File: src/rtl/pci_fifo_pkg.sv
// pci_fifo_pkg: shared FIFO size defaults and flag-bus bit ordering
package pci_fifo_pkg;
  localparam int DATA_WIDTH_DEF = 6;
  localparam int ADDR_WIDTH_DEF = 2;
  function automatic int cnt_width(input int addr_width);
    return addr_width + 1;
  endfunction
  localparam int CNT_WIDTH_DEF = cnt_width(ADDR_WIDTH_DEF);
  localparam int N_FIFOS = 5;
  typedef enum logic [2:0] {
    FIFO_IDX_MAIN = 3'd0,
    FIFO_IDX_VC0  = 3'd1,
    FIFO_IDX_VC1  = 3'd2,
    FIFO_IDX_D0   = 3'd3,
    FIFO_IDX_D1   = 3'd4
  } fifo_idx_e;
endpackage

File: src/rtl/fifo_umbral_if.sv
// fifo_umbral_if: push/pop handshake, thresholds and status flags of one FIFO
interface fifo_umbral_if import pci_fifo_pkg::*; #(
  parameter int DATA_WIDTH = DATA_WIDTH_DEF,
  parameter int CNT_WIDTH  = CNT_WIDTH_DEF
) ();
  logic                  push;
  logic [DATA_WIDTH-1:0] data_in;
  logic                  pop;
  logic [CNT_WIDTH-1:0]  umbral_almost_full;
  logic [CNT_WIDTH-1:0]  umbral_almost_empty;
  logic [DATA_WIDTH-1:0] data_out;
  logic                  valid_out;
  logic                  fifo_empty;
  logic                  fifo_full;
  logic                  almost_full;
  logic                  almost_empty;
  logic                  fifo_error;
  logic [CNT_WIDTH-1:0]  count;
  modport master (
    output push, data_in, pop, umbral_almost_full, umbral_almost_empty,
    input  data_out, valid_out, fifo_empty, fifo_full, almost_full, almost_empty, fifo_error, count
  );
  modport slave (
    input  push, data_in, pop, umbral_almost_full, umbral_almost_empty,
    output data_out, valid_out, fifo_empty, fifo_full, almost_full, almost_empty, fifo_error, count
  );
endinterface

File: src/rtl/fifo_umbral_mem.sv
// fifo_mem: DEPTH x DATA_WIDTH register file, one sync write and one registered read port
module fifo_mem #(
  parameter int DATA_WIDTH = 6,
  parameter int ADDR_WIDTH = 2
) (
  input  logic                  clk,
  input  logic                  reset,
  input  logic                  wr_en,
  input  logic [ADDR_WIDTH-1:0] wr_addr,
  input  logic [DATA_WIDTH-1:0] wr_data,
  input  logic                  rd_en,
  input  logic [ADDR_WIDTH-1:0] rd_addr,
  output logic [DATA_WIDTH-1:0] rd_data
);
  logic [DATA_WIDTH-1:0] mem [2**ADDR_WIDTH];
  // storage array carries no reset; contents are meaningless until written
  always_ff @(posedge clk)
    if (wr_en) mem[wr_addr] <= wr_data;
  // read register holds the last popped word until the next accepted pop
  always_ff @(posedge clk or posedge reset)
    if (reset) rd_data <= '0;
    else if (rd_en) rd_data <= mem[rd_addr];
endmodule

File: src/rtl/fifo_umbral.sv
// fifo_umbral: threshold FIFO with sticky error flag; FIFO_HIGHWATER_EN adds max_count peak tracking
module fifo_umbral import pci_fifo_pkg::*; #(
  parameter int DATA_WIDTH = DATA_WIDTH_DEF,
  parameter int ADDR_WIDTH = ADDR_WIDTH_DEF,
  parameter int CNT_WIDTH  = ADDR_WIDTH + 1
) (
  input  logic                 clk,
  input  logic                 reset,
  fifo_umbral_if.slave         bus
`ifdef FIFO_HIGHWATER_EN
  ,
  output logic [CNT_WIDTH-1:0] max_count
`endif
);
  localparam logic [CNT_WIDTH-1:0] FULL = CNT_WIDTH'(2**ADDR_WIDTH);
  logic [ADDR_WIDTH-1:0] wr_ptr, rd_ptr;
  logic [CNT_WIDTH-1:0]  count, count_nx;
  logic                  pop_acc, push_acc, valid, err;
  assign pop_acc  = bus.pop && count != '0;
  assign push_acc = bus.push && (count != FULL || pop_acc);
  assign count_nx = count + CNT_WIDTH'(push_acc) - CNT_WIDTH'(pop_acc);
  fifo_mem #(.DATA_WIDTH(DATA_WIDTH), .ADDR_WIDTH(ADDR_WIDTH)) u_mem (
    .clk(clk), .reset(reset),
    .wr_en(push_acc), .wr_addr(wr_ptr), .wr_data(bus.data_in),
    .rd_en(pop_acc), .rd_addr(rd_ptr), .rd_data(bus.data_out)
  );
  // pointers, occupancy, read-valid pulse and sticky error on any rejected request
  always_ff @(posedge clk or posedge reset)
    if (reset) begin
      wr_ptr <= '0;
      rd_ptr <= '0;
      count  <= '0;
      valid  <= 1'b0;
      err    <= 1'b0;
    end else begin
      wr_ptr <= wr_ptr + ADDR_WIDTH'(push_acc);
      rd_ptr <= rd_ptr + ADDR_WIDTH'(pop_acc);
      count  <= count_nx;
      valid  <= pop_acc;
      err    <= err | (bus.push && !push_acc) | (bus.pop && !pop_acc);
    end
`ifdef FIFO_HIGHWATER_EN
  // peak occupancy since reset, tracked on the same edge as count
  always_ff @(posedge clk or posedge reset)
    if (reset) max_count <= '0;
    else if (count_nx > max_count) max_count <= count_nx;
`endif
  assign bus.count        = count;
  assign bus.valid_out    = valid;
  assign bus.fifo_error   = err;
  assign bus.fifo_empty   = count == '0;
  assign bus.fifo_full    = count == FULL;
  assign bus.almost_full  = count >= bus.umbral_almost_full;
  assign bus.almost_empty = count <= bus.umbral_almost_empty;
endmodule

File: src/flat_wrapper.sv
// flat-port wrapper written by rule: the top's interface ports become plain ports
module fifo_umbral_flat import pci_fifo_pkg::*;
#(
  parameter int DATA_WIDTH = DATA_WIDTH_DEF,
  parameter int ADDR_WIDTH = ADDR_WIDTH_DEF,
  parameter int CNT_WIDTH  = ADDR_WIDTH + 1
)
  (clk, reset, bus_push, bus_data_in, bus_pop, bus_umbral_almost_full, bus_umbral_almost_empty, bus_data_out, bus_valid_out, bus_fifo_empty, bus_fifo_full, bus_almost_full, bus_almost_empty, bus_fifo_error, bus_count);
  fifo_umbral_if #(.DATA_WIDTH(DATA_WIDTH), .CNT_WIDTH(CNT_WIDTH)) bus_i ();
  input  logic clk;
  input  logic reset;
  input wire logic [$bits(bus_i.push)-1:0] bus_push;
  input wire logic [$bits(bus_i.data_in)-1:0] bus_data_in;
  input wire logic [$bits(bus_i.pop)-1:0] bus_pop;
  input wire logic [$bits(bus_i.umbral_almost_full)-1:0] bus_umbral_almost_full;
  input wire logic [$bits(bus_i.umbral_almost_empty)-1:0] bus_umbral_almost_empty;
  output wire logic [$bits(bus_i.data_out)-1:0] bus_data_out;
  output wire logic [$bits(bus_i.valid_out)-1:0] bus_valid_out;
  output wire logic [$bits(bus_i.fifo_empty)-1:0] bus_fifo_empty;
  output wire logic [$bits(bus_i.fifo_full)-1:0] bus_fifo_full;
  output wire logic [$bits(bus_i.almost_full)-1:0] bus_almost_full;
  output wire logic [$bits(bus_i.almost_empty)-1:0] bus_almost_empty;
  output wire logic [$bits(bus_i.fifo_error)-1:0] bus_fifo_error;
  output wire logic [$bits(bus_i.count)-1:0] bus_count;
  assign bus_i.push = bus_push;
  assign bus_i.data_in = bus_data_in;
  assign bus_i.pop = bus_pop;
  assign bus_i.umbral_almost_full = bus_umbral_almost_full;
  assign bus_i.umbral_almost_empty = bus_umbral_almost_empty;
  assign bus_data_out = bus_i.data_out;
  assign bus_valid_out = bus_i.valid_out;
  assign bus_fifo_empty = bus_i.fifo_empty;
  assign bus_fifo_full = bus_i.fifo_full;
  assign bus_almost_full = bus_i.almost_full;
  assign bus_almost_empty = bus_i.almost_empty;
  assign bus_fifo_error = bus_i.fifo_error;
  assign bus_count = bus_i.count;
  fifo_umbral #(.DATA_WIDTH(DATA_WIDTH), .ADDR_WIDTH(ADDR_WIDTH), .CNT_WIDTH(CNT_WIDTH)) u_core (.clk(clk), .reset(reset), .bus(bus_i));
endmodule
File: config.mk
export PLATFORM = sky130hd
export DESIGN_NAME = fifo_umbral_flat
export DESIGN_NICKNAME = d
export VERILOG_FILES = /design/src/rtl/pci_fifo_pkg.sv /design/src/rtl/fifo_umbral_if.sv /design/src/rtl/fifo_umbral_mem.sv /design/src/rtl/fifo_umbral.sv /design/src/flat_wrapper.sv
export SDC_FILE = /design/constraint.sdc
export NUM_CORES = 1
export LEC_CHECK = 0
export CAP_MARGIN = 10
export CORE_MARGIN = 3
export CORE_UTILIZATION = 40
export DETAILED_ROUTE_END_ITERATION = 7
export GPL_TIMING_DRIVEN = 0
export SYNTH_ARGS = -nofsm -noshare
export SYNTH_HDL_FRONTEND = slang
export SYNTH_SLANG_ARGS = --single-unit
File: constraint.sdc
create_clock -name clk -period 2.5 [get_ports clk]
set_input_delay 0.5 -clock clk [delete_from_list [all_inputs] [get_ports clk]]
set_output_delay 0.5 -clock clk [all_outputs]
set_load 0.01 [all_outputs]
==> metrics.md <==
| Metric | Value |
|---|---|
| Chip width | `70.7 um` |
| Max-slew headroom | `21.8%` |
| Post-CTS Hold Buffers | `0` |
| Min Clock Period, post-route | `2.45 ns` |
| First-pass iteration count of the detailed router | `4` |
| Worst Tran Pin Value | `1.17 ns` |
| Tightest Hold Check Type | `flop to flop` |
| Period utilization | `97.9%` |
| Fmax | `409 MHz` |
| Vias in the first global route | `976` |
| Initial antenna violation count | `0` |
| DR iter-0 viols | `21` |
| Reg clk slew, reported paths | `0.07 ns` |
| Cell Pwr Density | `1120 nW/um^2` |
| Routed length per instance | `15.7 um` |
| Setup violations, final | `0` |
| Total track usage | `12.7%` |
| Status | `complete, no violations` |
| Syn Area/Cell | `17.3 um^2` |
| RePlAce Congestion | `0.751` |
| Largest net degree at the start of global routing | `16` |
| Multi-input logic area | `518 um^2` |
| Clk_skew | `0.00347 ns` |
| Largest cells by area after synthesis | `edfxtp_1, dfrtp_1, mux4_2` |
| Num ports | `31` |
| Clock buffer depth | `2` |
| WP data required | `2.00 ns` |
| Maximum vdd drop | `0.509 mV` |
| Setup Fix Bufs, Post-CTS | `0` |
| Kind of critical path | `input pin to output port` |
| Top FF cell, synth | `edfxtp_1` |
| Post-synth top area share | `43.0%` |
| Critical path's largest stage delay | `0.47 ns` |
| Warnings from Yosys | `0` |
| Crit path DAT | `1.95 ns` |
| Row count | `22` |
| Via Count | `898` |
| Post_cts resized | `3` |
| Mapped cell area | `1680 um^2` |
| Clk Latency, worst-skew pair | `0.28 ns` |
| Lkg Pwr | `0.853 nW` |
| Core area | `3850 um^2` |
| # DRC | `0` |
| Worst path slowest cell | `clkdlybuf4s50_1` |
| Largest delay share family, worst path | `buffers and inverters` |
| Worst Path Max Fanout | `1` |
| Initial core utilization | `43.5%` |
| Die ar. | `5000 um^2` |
| Max-cap violations | `0` |
| Final setup margin | `0.0537 ns` |
| Final hold violations | `0` |
| Routed vias/inst | `4.91` |
| Num Clock Sinks | `39` |
| Antenna viol nets, final | `0` |
| TritonCTS buffer count | `5` |
| Post-synth EDFFs | `24` |
| # diodes | `0` |
| DP Worst Slack | `-0.285 ns` |
| HPWL after DPL | `2100 um` |
| First-pass GRT wire length | `4800 um` |
| Post-synthesis instance total | `97` |
| Synthesized flop and latch total | `39` |
| Seq/Total Area, Yosys | `65.4%` |
| Slew Viols, Final | `0` |
| CTS Root Cell | `clkbuf_8` |
| Ys async rst share | `38.5%` |
| Post-layout net count | `161` |
| Netlist cell types | `26` |
| Setup crit end kind | `output port` |
| CP startpoint kind | `input pin` |
| Fill cell count | `317` |
| Fraction of layout cells with a size suffix above 1 | `16.3%` |
| Top cell type by total area after synthesis | `edfxtp_1` |
| TritonCTS clock tree | `built` |
| Routed WL | `2870 um` |
| Seq. cell area | `1100 um^2` |
| H-tree Lvls | `2` |
| # port buffers | `30` |
| Syn nets | `124` |
| Top cell by count, worst path | `a21o_1` |
| Power, Total | `2.36 mW` |
| Worst-path cell chain | `clkdlybuf4s50_1 > ha_1 > nand2b_1 > a21o_1 > a21o_1 > dlygate4sd2_1` |
| Total gr overflow | `0` |
| Die height | `70.7 um` |
| CP Buf/Inv Count | `2` |
| Syn-to-layout area delta | `25.9%` |
| Unrepaired setup endpoints after global routing | `false` |
-- through the flow --
step                std cells  util [%]  hold slack (ns)  setup TNS [ns]  cell area [um^2]
floorplan                  97         -            0.401               0              1680
global route              183      54.7            0.534               0              2110
finish                    183      54.7            0.497               0              2110
CTS                       183      54.9            0.500               0              2110
global placement          175      52.8            0.463          -0.534              2040
detailed placement        175      52.8            0.481           -1.06              2040
-- sequential cells by signal, summed over array words and instances (netlist names) --
register / cells
u_core.wr_ptr: 2
u_core.u_mem.mem: 24
u_core.bus.fifo_error: 1
u_core.bus.count: 3
u_core.bus.valid_out: 1
u_core.rd_ptr: 2
u_core.u_mem.rd_data: 6
-- metal layers --
| metal | wire [um] | vias to the layer above | global-route usage, % | part of all wire (%) |
|---|---|---|---|---|
| met5 | 0 | - | 0 | 0 |
| met4 | 9 | 0 | 3.76 | 0.31 |
| met3 | 124 | 2 | 4.12 | 4.3 |
| met2 | 1570 | 19 | 22.9 | 55 |
| met1 | 1170 | 452 | 14.2 | 41 |
| li1 | - | 425 | - | - |
-- final cells by class --
type | count | share of cell area (%)
Sequential cell | 39 | 52.0
Multi-Input combinational cell | 44 | 24.6
Timing Repair Buffer | 30 | 13.9
Clock buffer | 8 | 3.80
Tap cell | 48 | 2.85
Inverter | 11 | 1.96
Buffer | 3 | 0.949
-- cells in the final DEF, fill, tap and decap left out, drive strengths merged, types with 2 or more instances in the layout --
master         instances
a21o                   2
nor3                   2
edfxtp                24
ha                    10
clkdlybuf4s50         28
inv                   11
xor2                   2
clkbuf                10
o21ai                  2
nor3b                  2
xnor2                  2
mux4                   6
dfrtp                 15
nor2b                  2
buf                    2
mux2                   6
-- synthesized netlist by cell type, types with 2 or more instances --
cell type,count
xnor2_1,2
ha_1,10
dfrtp_1,15
nor3_1,2
nor2b_1,2
mux2_4,6
a21o_1,2
xor2_1,2
edfxtp_1,24
mux4_2,6
inv_1,10
nor3b_1,2
-- where the power goes --
group	switching (mW)	internal, mW	leakage [nW]
clock	0.192	0.198	0.0395
sequential	0.119	0.891	0.393
combinational	0.399	0.560	0.421
total	0.710	1.65	0.853
-- logic make-up after synthesis --
logic type                 count (synthesis)  synth area share (%)
and+or+nand+nor                           10                  3.81
muxes                                     12                  13.4
DFF                                       39                  65.4
xor gates and xnor gates                   4                  2.09
AOI/OAI and AO/OA                          7                  2.91
adders and majority gates                 11                  8.66
buffers and inverters                     14                  3.66
-- final timing paths --
path | from | end | slack, ns | cells past startpoint
worst max-delay path | bus_umbral_almost_full[0] | bus_almost_full | 0.05 | 6
worst min-delay path | u_core.bus.fifo_error | u_core.bus.fifo_error | 0.50 | 1
worst max register to register | u_core.bus.count[2] | u_core.bus.count[1] | 0.30 | 9
worst min register to register | u_core.bus.fifo_error | u_core.bus.fifo_error | 0.50 | 1
max in group asynchronous | reset | u_core.rd_ptr[0] | 1.54 | 2
min in group asynchronous | reset | u_core.u_mem.rd_data[2] | 0.58 | 2
No activity file was read; power rests on OpenSTA's default activity.
